[config.mk]
export PLATFORM = sky130hd
export DESIGN_NAME = uart_rx_engine_flat
export DESIGN_NICKNAME = d
export VERILOG_FILES = /design/src/rtl/uart_rx_engine_if.sv /design/src/rtl/uart_rx_engine.sv /design/src/flat_wrapper.sv
export SDC_FILE = /design/constraint.sdc
export NUM_CORES = 1
export LEC_CHECK = 0
export CORE_UTILIZATION = 35
export CTS_CLUSTER_SIZE = 10
export DETAILED_ROUTE_END_ITERATION = 8
export PLACE_DENSITY = 0.53
export RECOVER_POWER = 25
export SLEW_MARGIN = 20
export SYNTH_ARGS = -nofsm -noshare
export SYNTH_HDL_FRONTEND = slang
export SYNTH_SLANG_ARGS = --single-unit
[constraint.sdc]
create_clock -name clk_i -period 2.5 [get_ports clk_i]
set_clock_uncertainty 0.05 [all_clocks]
set_input_delay 0.25 -clock clk_i [delete_from_list [all_inputs] [get_ports clk_i]]
set_output_delay 0.25 -clock clk_i [all_outputs]
set_load 0.1 [all_outputs]
[src/rtl/uart_rx_engine_if.sv]
// Receive-side handshake between uart_rx_engine and core logic.
//   master : engine side, drives rx_data/rx_rdy/perr/ferr/ovf (and brk), takes rx_read
//   slave  : consumer side, samples the byte and flags, pulses rx_read
// Optional feature macro: RX_BREAK_DETECT_EN adds the brk flag.
interface uart_rx_engine_if;
  logic [7:0] rx_data;
  logic       rx_rdy;
  logic       perr;
  logic       ferr;
  logic       ovf;
  logic       rx_read;
`ifdef RX_BREAK_DETECT_EN
  logic       brk;

  modport master (output rx_data, rx_rdy, perr, ferr, ovf, brk, input rx_read);
  modport slave  (input rx_data, rx_rdy, perr, ferr, ovf, brk, output rx_read);
`else
  modport master (output rx_data, rx_rdy, perr, ferr, ovf, input rx_read);
  modport slave  (input rx_data, rx_rdy, perr, ferr, ovf, output rx_read);
`endif
endinterface

[src/rtl/uart_rx_engine.sv]
// UART receive engine: synchronises rx, detects start, samples mid-bit, assembles 7/8 data
// bits plus optional parity, and presents the byte with ready/parity/framing/overflow flags.
// Ports:
//   clk_i, rst_ni  clock, asynchronous active-low reset
//   rx_i           serial input, idle high, LSB first
//   baud_i         rate select 0..11 (300..921600), 12..15 = 115200
//   eight_i        1 = 8 data bits, 0 = 7
//   p_en_i         parity bit present
//   ohel_i         parity sense, 1 = odd, 0 = even
//   bus_io         handshake to core logic (uart_rx_engine_if.master)
// Optional feature macro: RX_BREAK_DETECT_EN adds break detection (brk flag, BRK wait state).
module uart_rx_engine #(
  parameter int unsigned ClkHz = 100_000_000,
  parameter int unsigned CntW  = 20
) (
  input  logic             clk_i,
  input  logic             rst_ni,
  input  logic             rx_i,
  input  logic [3:0]       baud_i,
  input  logic             eight_i,
  input  logic             p_en_i,
  input  logic             ohel_i,
  uart_rx_engine_if.master bus_io
);

`ifdef RX_BREAK_DETECT_EN
  typedef enum logic [2:0] {StIdle, StStart, StData, StStop, StBrk} state_e;
`else
  typedef enum logic [2:0] {StIdle, StStart, StData, StStop} state_e;
`endif

  state_e          state_q;
  logic            rx_meta_q, rxs_q;
  logic [CntW-1:0] cnt_q, k_q, k_sel;
  logic [3:0]      bit_cnt_q;
  logic [8:0]      shift_q;
  logic            eight_q, p_en_q, ohel_q;
  logic [7:0]      rx_data_q;
  logic            rx_rdy_q, perr_q, ferr_q, ovf_q;
`ifdef RX_BREAK_DETECT_EN
  logic            brk_q;
  logic            frame_zero;
`endif

  logic [3:0] n_bits;
  logic [8:0] aligned;
  logic [7:0] data_d;
  logic       pbit;
  logic       perr_d;
  logic       ovf_d;

  // Bit time per rate index; each branch folds to a constant.
  always_comb begin
    k_sel = CntW'(ClkHz / 115200);
    case (baud_i)
      4'd0:    k_sel = CntW'(ClkHz / 300);
      4'd1:    k_sel = CntW'(ClkHz / 1200);
      4'd2:    k_sel = CntW'(ClkHz / 2400);
      4'd3:    k_sel = CntW'(ClkHz / 4800);
      4'd4:    k_sel = CntW'(ClkHz / 9600);
      4'd5:    k_sel = CntW'(ClkHz / 19200);
      4'd6:    k_sel = CntW'(ClkHz / 38400);
      4'd7:    k_sel = CntW'(ClkHz / 57600);
      4'd8:    k_sel = CntW'(ClkHz / 115200);
      4'd9:    k_sel = CntW'(ClkHz / 230400);
      4'd10:   k_sel = CntW'(ClkHz / 460800);
      4'd11:   k_sel = CntW'(ClkHz / 921600);
      default: k_sel = CntW'(ClkHz / 115200);
    endcase
  end

  // Bits enter at the top of shift_q; after n shifts the frame sits in the top n bits.
  always_comb begin
    n_bits  = (eight_q ? 4'd8 : 4'd7) + {3'b000, p_en_q};
    aligned = shift_q >> (4'd9 - n_bits);
    data_d  = eight_q ? aligned[7:0] : {1'b0, aligned[6:0]};
    pbit    = eight_q ? aligned[8] : aligned[7];
    perr_d  = p_en_q & ((^data_d ^ pbit) != ohel_q);
    // Commit-cycle overflow: a read in the same cycle clears it.
    ovf_d   = bus_io.rx_read ? 1'b0 : (rx_rdy_q | ovf_q);
  end

`ifdef RX_BREAK_DETECT_EN
  assign frame_zero = (aligned == 9'd0) & ~rxs_q;
`endif

  always_ff @(posedge clk_i or negedge rst_ni) begin
    if (!rst_ni) begin
      state_q   <= StIdle;
      rx_meta_q <= 1'b1;
      rxs_q     <= 1'b1;
      cnt_q     <= '0;
      k_q       <= '0;
      bit_cnt_q <= '0;
      shift_q   <= '1;
      eight_q   <= 1'b0;
      p_en_q    <= 1'b0;
      ohel_q    <= 1'b0;
      rx_data_q <= '0;
      rx_rdy_q  <= 1'b0;
      perr_q    <= 1'b0;
      ferr_q    <= 1'b0;
      ovf_q     <= 1'b0;
`ifdef RX_BREAK_DETECT_EN
      brk_q     <= 1'b0;
`endif
    end else begin
      rx_meta_q <= rx_i;
      rxs_q     <= rx_meta_q;

      // Consumer read; a commit later in this block overrides it.
      if (bus_io.rx_read) begin
        rx_rdy_q <= 1'b0;
        ovf_q    <= 1'b0;
`ifdef RX_BREAK_DETECT_EN
        brk_q    <= 1'b0;
`endif
      end

      case (state_q)
        StIdle: begin
          if (!rxs_q) begin
            state_q   <= StStart;
            k_q       <= k_sel;
            cnt_q     <= (k_sel >> 1) - CntW'(1);
            eight_q   <= eight_i;
            p_en_q    <= p_en_i;
            ohel_q    <= ohel_i;
            bit_cnt_q <= '0;
          end
        end
        StStart: begin
          if (cnt_q == '0) begin
            if (!rxs_q) begin
              state_q <= StData;
              cnt_q   <= k_q - CntW'(1);
            end else begin
              state_q <= StIdle;
            end
          end else begin
            cnt_q <= cnt_q - CntW'(1);
          end
        end
        StData: begin
          if (cnt_q == '0) begin
            shift_q   <= {rxs_q, shift_q[8:1]};
            cnt_q     <= k_q - CntW'(1);
            bit_cnt_q <= bit_cnt_q + 4'd1;
            if (bit_cnt_q == n_bits - 4'd1) state_q <= StStop;
          end else begin
            cnt_q <= cnt_q - CntW'(1);
          end
        end
        StStop: begin
          if (cnt_q == '0) begin
            rx_data_q <= data_d;
            perr_q    <= perr_d;
            ferr_q    <= ~rxs_q;
            rx_rdy_q  <= 1'b1;
            ovf_q     <= ovf_d;
`ifdef RX_BREAK_DETECT_EN
            brk_q     <= frame_zero;
            state_q   <= frame_zero ? StBrk : StIdle;
`else
            state_q   <= StIdle;
`endif
          end else begin
            cnt_q <= cnt_q - CntW'(1);
          end
        end
`ifdef RX_BREAK_DETECT_EN
        StBrk: begin
          // Hold off re-arming until the line returns to idle.
          if (rxs_q) state_q <= StIdle;
        end
`endif
        default: state_q <= StIdle;
      endcase
    end
  end

  assign bus_io.rx_data = rx_data_q;
  assign bus_io.rx_rdy  = rx_rdy_q;
  assign bus_io.perr    = perr_q;
  assign bus_io.ferr    = ferr_q;
  assign bus_io.ovf     = ovf_q;
`ifdef RX_BREAK_DETECT_EN
  assign bus_io.brk     = brk_q;
`endif

endmodule

[src/flat_wrapper.sv]
// flat-port wrapper written by rule: the top's interface ports become plain ports
module uart_rx_engine_flat 
#(
  parameter int unsigned ClkHz = 100_000_000,
  parameter int unsigned CntW  = 20
)
  (clk_i, rst_ni, rx_i, baud_i, eight_i, p_en_i, ohel_i, bus_io_rx_data, bus_io_rx_rdy, bus_io_perr, bus_io_ferr, bus_io_ovf, bus_io_rx_read);
  uart_rx_engine_if bus_io_i ();
  input  logic clk_i;
  input  logic rst_ni;
  input  logic rx_i;
  input  logic [3:0] baud_i;
  input  logic eight_i;
  input  logic p_en_i;
  input  logic ohel_i;
  output wire logic [$bits(bus_io_i.rx_data)-1:0] bus_io_rx_data;
  output wire logic [$bits(bus_io_i.rx_rdy)-1:0] bus_io_rx_rdy;
  output wire logic [$bits(bus_io_i.perr)-1:0] bus_io_perr;
  output wire logic [$bits(bus_io_i.ferr)-1:0] bus_io_ferr;
  output wire logic [$bits(bus_io_i.ovf)-1:0] bus_io_ovf;
  input wire logic [$bits(bus_io_i.rx_read)-1:0] bus_io_rx_read;
  assign bus_io_rx_data = bus_io_i.rx_data;
  assign bus_io_rx_rdy = bus_io_i.rx_rdy;
  assign bus_io_perr = bus_io_i.perr;
  assign bus_io_ferr = bus_io_i.ferr;
  assign bus_io_ovf = bus_io_i.ovf;
  assign bus_io_i.rx_read = bus_io_rx_read;
  uart_rx_engine #(.ClkHz(ClkHz), .CntW(CntW)) u_core (.clk_i(clk_i), .rst_ni(rst_ni), .rx_i(rx_i), .baud_i(baud_i), .eight_i(eight_i), .p_en_i(p_en_i), .ohel_i(ohel_i), .bus_io(bus_io_i));
endmodule
==> metrics.md <==
| Metric | Value |
|---|---|
| Status | `complete, but fails checks` |
| Failing checks | `DRC, capacitance limit, slew limit` |
| Via count | `4,452` |
| Worst setup EP type | `register` |
| Antenna diodes | `0` |
| Reg2reg path depth | `7` |
| Area leader, netlist | `dfrtp_1` |
| Initial antenna violation count | `0` |
| WP data required | `2.71 ns` |
| Largest net degree at the start of global routing | `71` |
| Seq/Total Area, Yosys | `35.63%` |
| WHS | `0.3050 ns` |
| CP max stage cell | `or4_4` |
| Critical path class | `reg -> reg` |
| Fmax | `413.4 MHz` |
| Tot GR Track Use | `20.05%` |
| Routed length per instance | `17.20 um` |
| Die H | `121.0 um` |
| YS warnings | `0` |
| Nets@finish | `652` |
| Slew headroom | `-24.29%` |
| Clk buf depth | `2` |
| Vias per cell | `5.517` |
| Filler cell count | `1,370` |
| Routed Wire Length | `13,880 um` |
| Seq cells post-synth | `70` |
| Fin. max-slew vios | `71` |
| CP startpoint kind | `register` |
| First-pass GRT wire length | `22,650 um` |
| Total grt overflow | `0` |
| Num CTS Buffers | `9` |
| Row cnt | `43` |
| CP Launch Point | `u_core.k_q[1]` |
| Reg2Reg Capture Point | `u_core.cnt_q[15]` |
| Post-Syn Nets | `593` |
| Clk sinks | `70` |
| Fin crit share | `96.76%` |
| GP Congestion | `0.8470` |
| Total Power | `6854 uW` |
| Yosys top cell area share | `29.80%` |
| Layout cells sized above 1 | `23.92%` |
| Port buffer count | `22` |
| Critical path arrival | `2.63 ns` |
| Area overhead of the layout relative to synthesis | `22.15%` |
| Hold Violations, Final | `0` |
| Yosys cell types | `72` |
| Synth Flop Type | `dfrtp_1` |
| CP endpoint | `u_core.cnt_q[15]` |
| Synth Cell Area | `4955 um2` |
| Clk_lat worst skew | `0.35 ns` |
| R2R setup slack | `0.08 ns` |
| Crit-path max FO | `4` |
| Clock-pin slew on the worst setup and hold paths | `0.06 ns` |
| # Max-Cap Violations | `1` |
| Clock Tree Root | `clkbuf_16` |
| RR Startpoint | `u_core.k_q[1]` |
| Die W | `121.0 um` |
| Crit path cell chain | `buf_4 -> or4_4 -> or3_4 -> or3_1 -> nand3_1 -> o2111ai_1 -> a31oi_1` |
| Setup TNS | `0 ns` |
| Hold crit path type | `reg -> reg` |
| Post-synth EDFFs | `0` |
| Leak Pwr | `0.002532 uW` |
| Worst slew pin tran | `1.864 ns` |
| Drt pass-1 iters | `7` |
| Top cells by area, synth | `dfrtp_1 (30%), dfstp_2 (5.8%), nand2_1 (5.5%)` |
| Crit path largest cell delay | `0.57 ns` |
| Synth Area per Inst | `8.801 um2` |
| Final Util | `43.77%` |
| I/O pin cnt | `23` |
| Iter 0 DRT Violations | `321` |
| Unrepaired setup endpoints after global routing | `yes` |
| Hold Startpoint | `u_core.rx_meta_q` |
| H-tree levels | `3` |
| Pwr per Cell Area | `1133 nW/um2` |
| Inst Count DP | `789` |
| Initial Utilization | `35.83%` |
| Die area | `14,640 um2` |
| Final ANT Viol Nets | `0` |
| Async S/R FF share, synth | `100.0%` |
| Gate Count Post-Synth | `563` |
| Core region area | `13,830 um2` |
| HPWL after detailed placement | `9946 um` |
| Non-Filler Instances | `807` |
| Minimum clock period | `2.419 ns` |
| Drc violations | `1` |
| Vias in the first global route | `4,368` |
| Setup violators final | `0` |
| Maximum vdd drop | `0.0003692 V` |
| Clock tree from TritonCTS | `yes` |
==> cell families after synthesis <==
family | Yosys count | share of synthesized area (%)
adders and majority gates | 19 | 4.798
AOI/OAI and AO/OA | 145 | 19.24
xor gates and xnor gates | 34 | 6.869
and+or+nand+nor | 209 | 21.26
buffers and inverters | 54 | 4.520
DFF | 70 | 35.63
muxes | 32 | 7.677
==> through the flow <==
stage | area [um2] | setup WS, ns
after floorplan | 4970 | 0.02386
final | 6052 | 0.08099
after global routing | 6052 | -0.07541
after global placement | 5697 | -0.08140
after CTS | 6011 | 0.03585
after detailed placement | 5697 | -0.1746
==> cells in the final DEF (no fill, tap or decap), types with 4 or more instances in the layout <==
cell type	count
buf_4	73
nand2_1	70
dfrtp_1	59
nor2_1	47
o21ai_0	39
a21oi_1	32
xnor2_1	20
nand3_1	19
mux2_2	18
ha_1	18
inv_1	15
nor3_1	15
o31ai_1	12
xor2_1	11
dfstp_2	11
mux2i_1	10
clkbuf_16	9
clkdlybuf4s50_1	8
nand2b_1	7
o22ai_1	7
a31oi_1	7
or4_1	6
a22o_1	6
nor2b_1	5
a31o_2	4
nor4_1	4
and3_1	4
o221ai_1	4
==> synthesized netlist by cell type, types with 10 or more instances <==
| cell | instances |
|---|---|
| buf_2 | 10 |
| mux2_2 | 18 |
| nor2_1 | 47 |
| mux2i_1 | 11 |
| nand3_1 | 19 |
| clkbuf_1 | 24 |
| dfstp_2 | 11 |
| o31ai_1 | 12 |
| o21ai_0 | 39 |
| ha_1 | 19 |
| xor2_1 | 11 |
| inv_1 | 17 |
| xnor2_1 | 20 |
| nor3_1 | 15 |
| nand2_1 | 72 |
| a21oi_1 | 32 |
| dfrtp_1 | 59 |
==> routing by layer <==
metal  vias to the layer above  track usage [%]  wire length [um]
met5                         -                0                 0
met4                         0            8.796               404
met3                        34            3.430               624
met2                       117            31.82              6348
met1                      2136            26.71              6506
li1                       2165                -                 -
==> critical path, delay by kind of cell (launching register included) <==
family / cells / cell delay [ns]
AND/OR/NAND/NOR: 4 / 1.44
AO/OA/AOI/OAI: 2 / 0.33
flip-flops: 1 / 0.38
buffers and inverters: 1 / 0.14
==> layout make-up <==
type / instances / area [um2] / share of cell area, %
Inverter: 17 / 63.81 / 1.054
Timing Repair Buffer: 85 / 678.2 / 11.21
Sequential cell: 70 / 1765 / 29.17
Clock inverter: 6 / 70.07 / 1.158
Tap cell: 180 / 225.2 / 3.721
Multi-Input combinational cell: 439 / 3020 / 49.91
Clock buffer: 10 / 229.0 / 3.783
==> worst min-delay path by stage <==
stage	depth (start not counted)	end	slack, ns
2_1_floorplan	0	u_core.bit_cnt_q[0]	-0.1
3_3_place_gp	0	u_core.rxs_q	0.30
3_5_place_dp	0	u_core.rxs_q	0.30
4_1_cts	1	u_core.bus_io.rx_data[3]	0.03
5_1_grt	0	u_core.rxs_q	0.31
6_report	0	u_core.rxs_q	0.31
==> state kept, by name (all words and copies together) (netlist names) <==
name,flops
u_core.bus_io.rx_rdy,1
u_core.rx_meta_q,1
u_core.bus_io.rx_data,8
u_core.ohel_q,1
u_core.cnt_q,20
u_core.bus_io.perr,1
u_core.eight_q,1
u_core.bus_io.ovf,1
u_core.state_q,2
u_core.p_en_q,1
u_core.k_q,18
u_core.bit_cnt_q,4
u_core.bus_io.ferr,1
u_core.rxs_q,1
u_core.shift_q,9
==> where the power goes <==
group	switching, uW	internal [uW]	total (uW)
clock network	537	780	1320
logic	2100	1680	3780
registers	325	1440	1760
==> timing repair <==
| item | CTS | global route |
|---|---|---|
| cloned | 0 | 0 |
| setup endpoints to repair | 1 | 7 |
| gates resized for setup | 1 | 10 |
| setup buffers | 1 | 1 |
| hold buffers | 0 | 0 |
| endpoints found under the hold margin | 0 | 0 |
| pin swaps | 1 | 4 |
No activity file was read; power rests on OpenSTA's default activity.
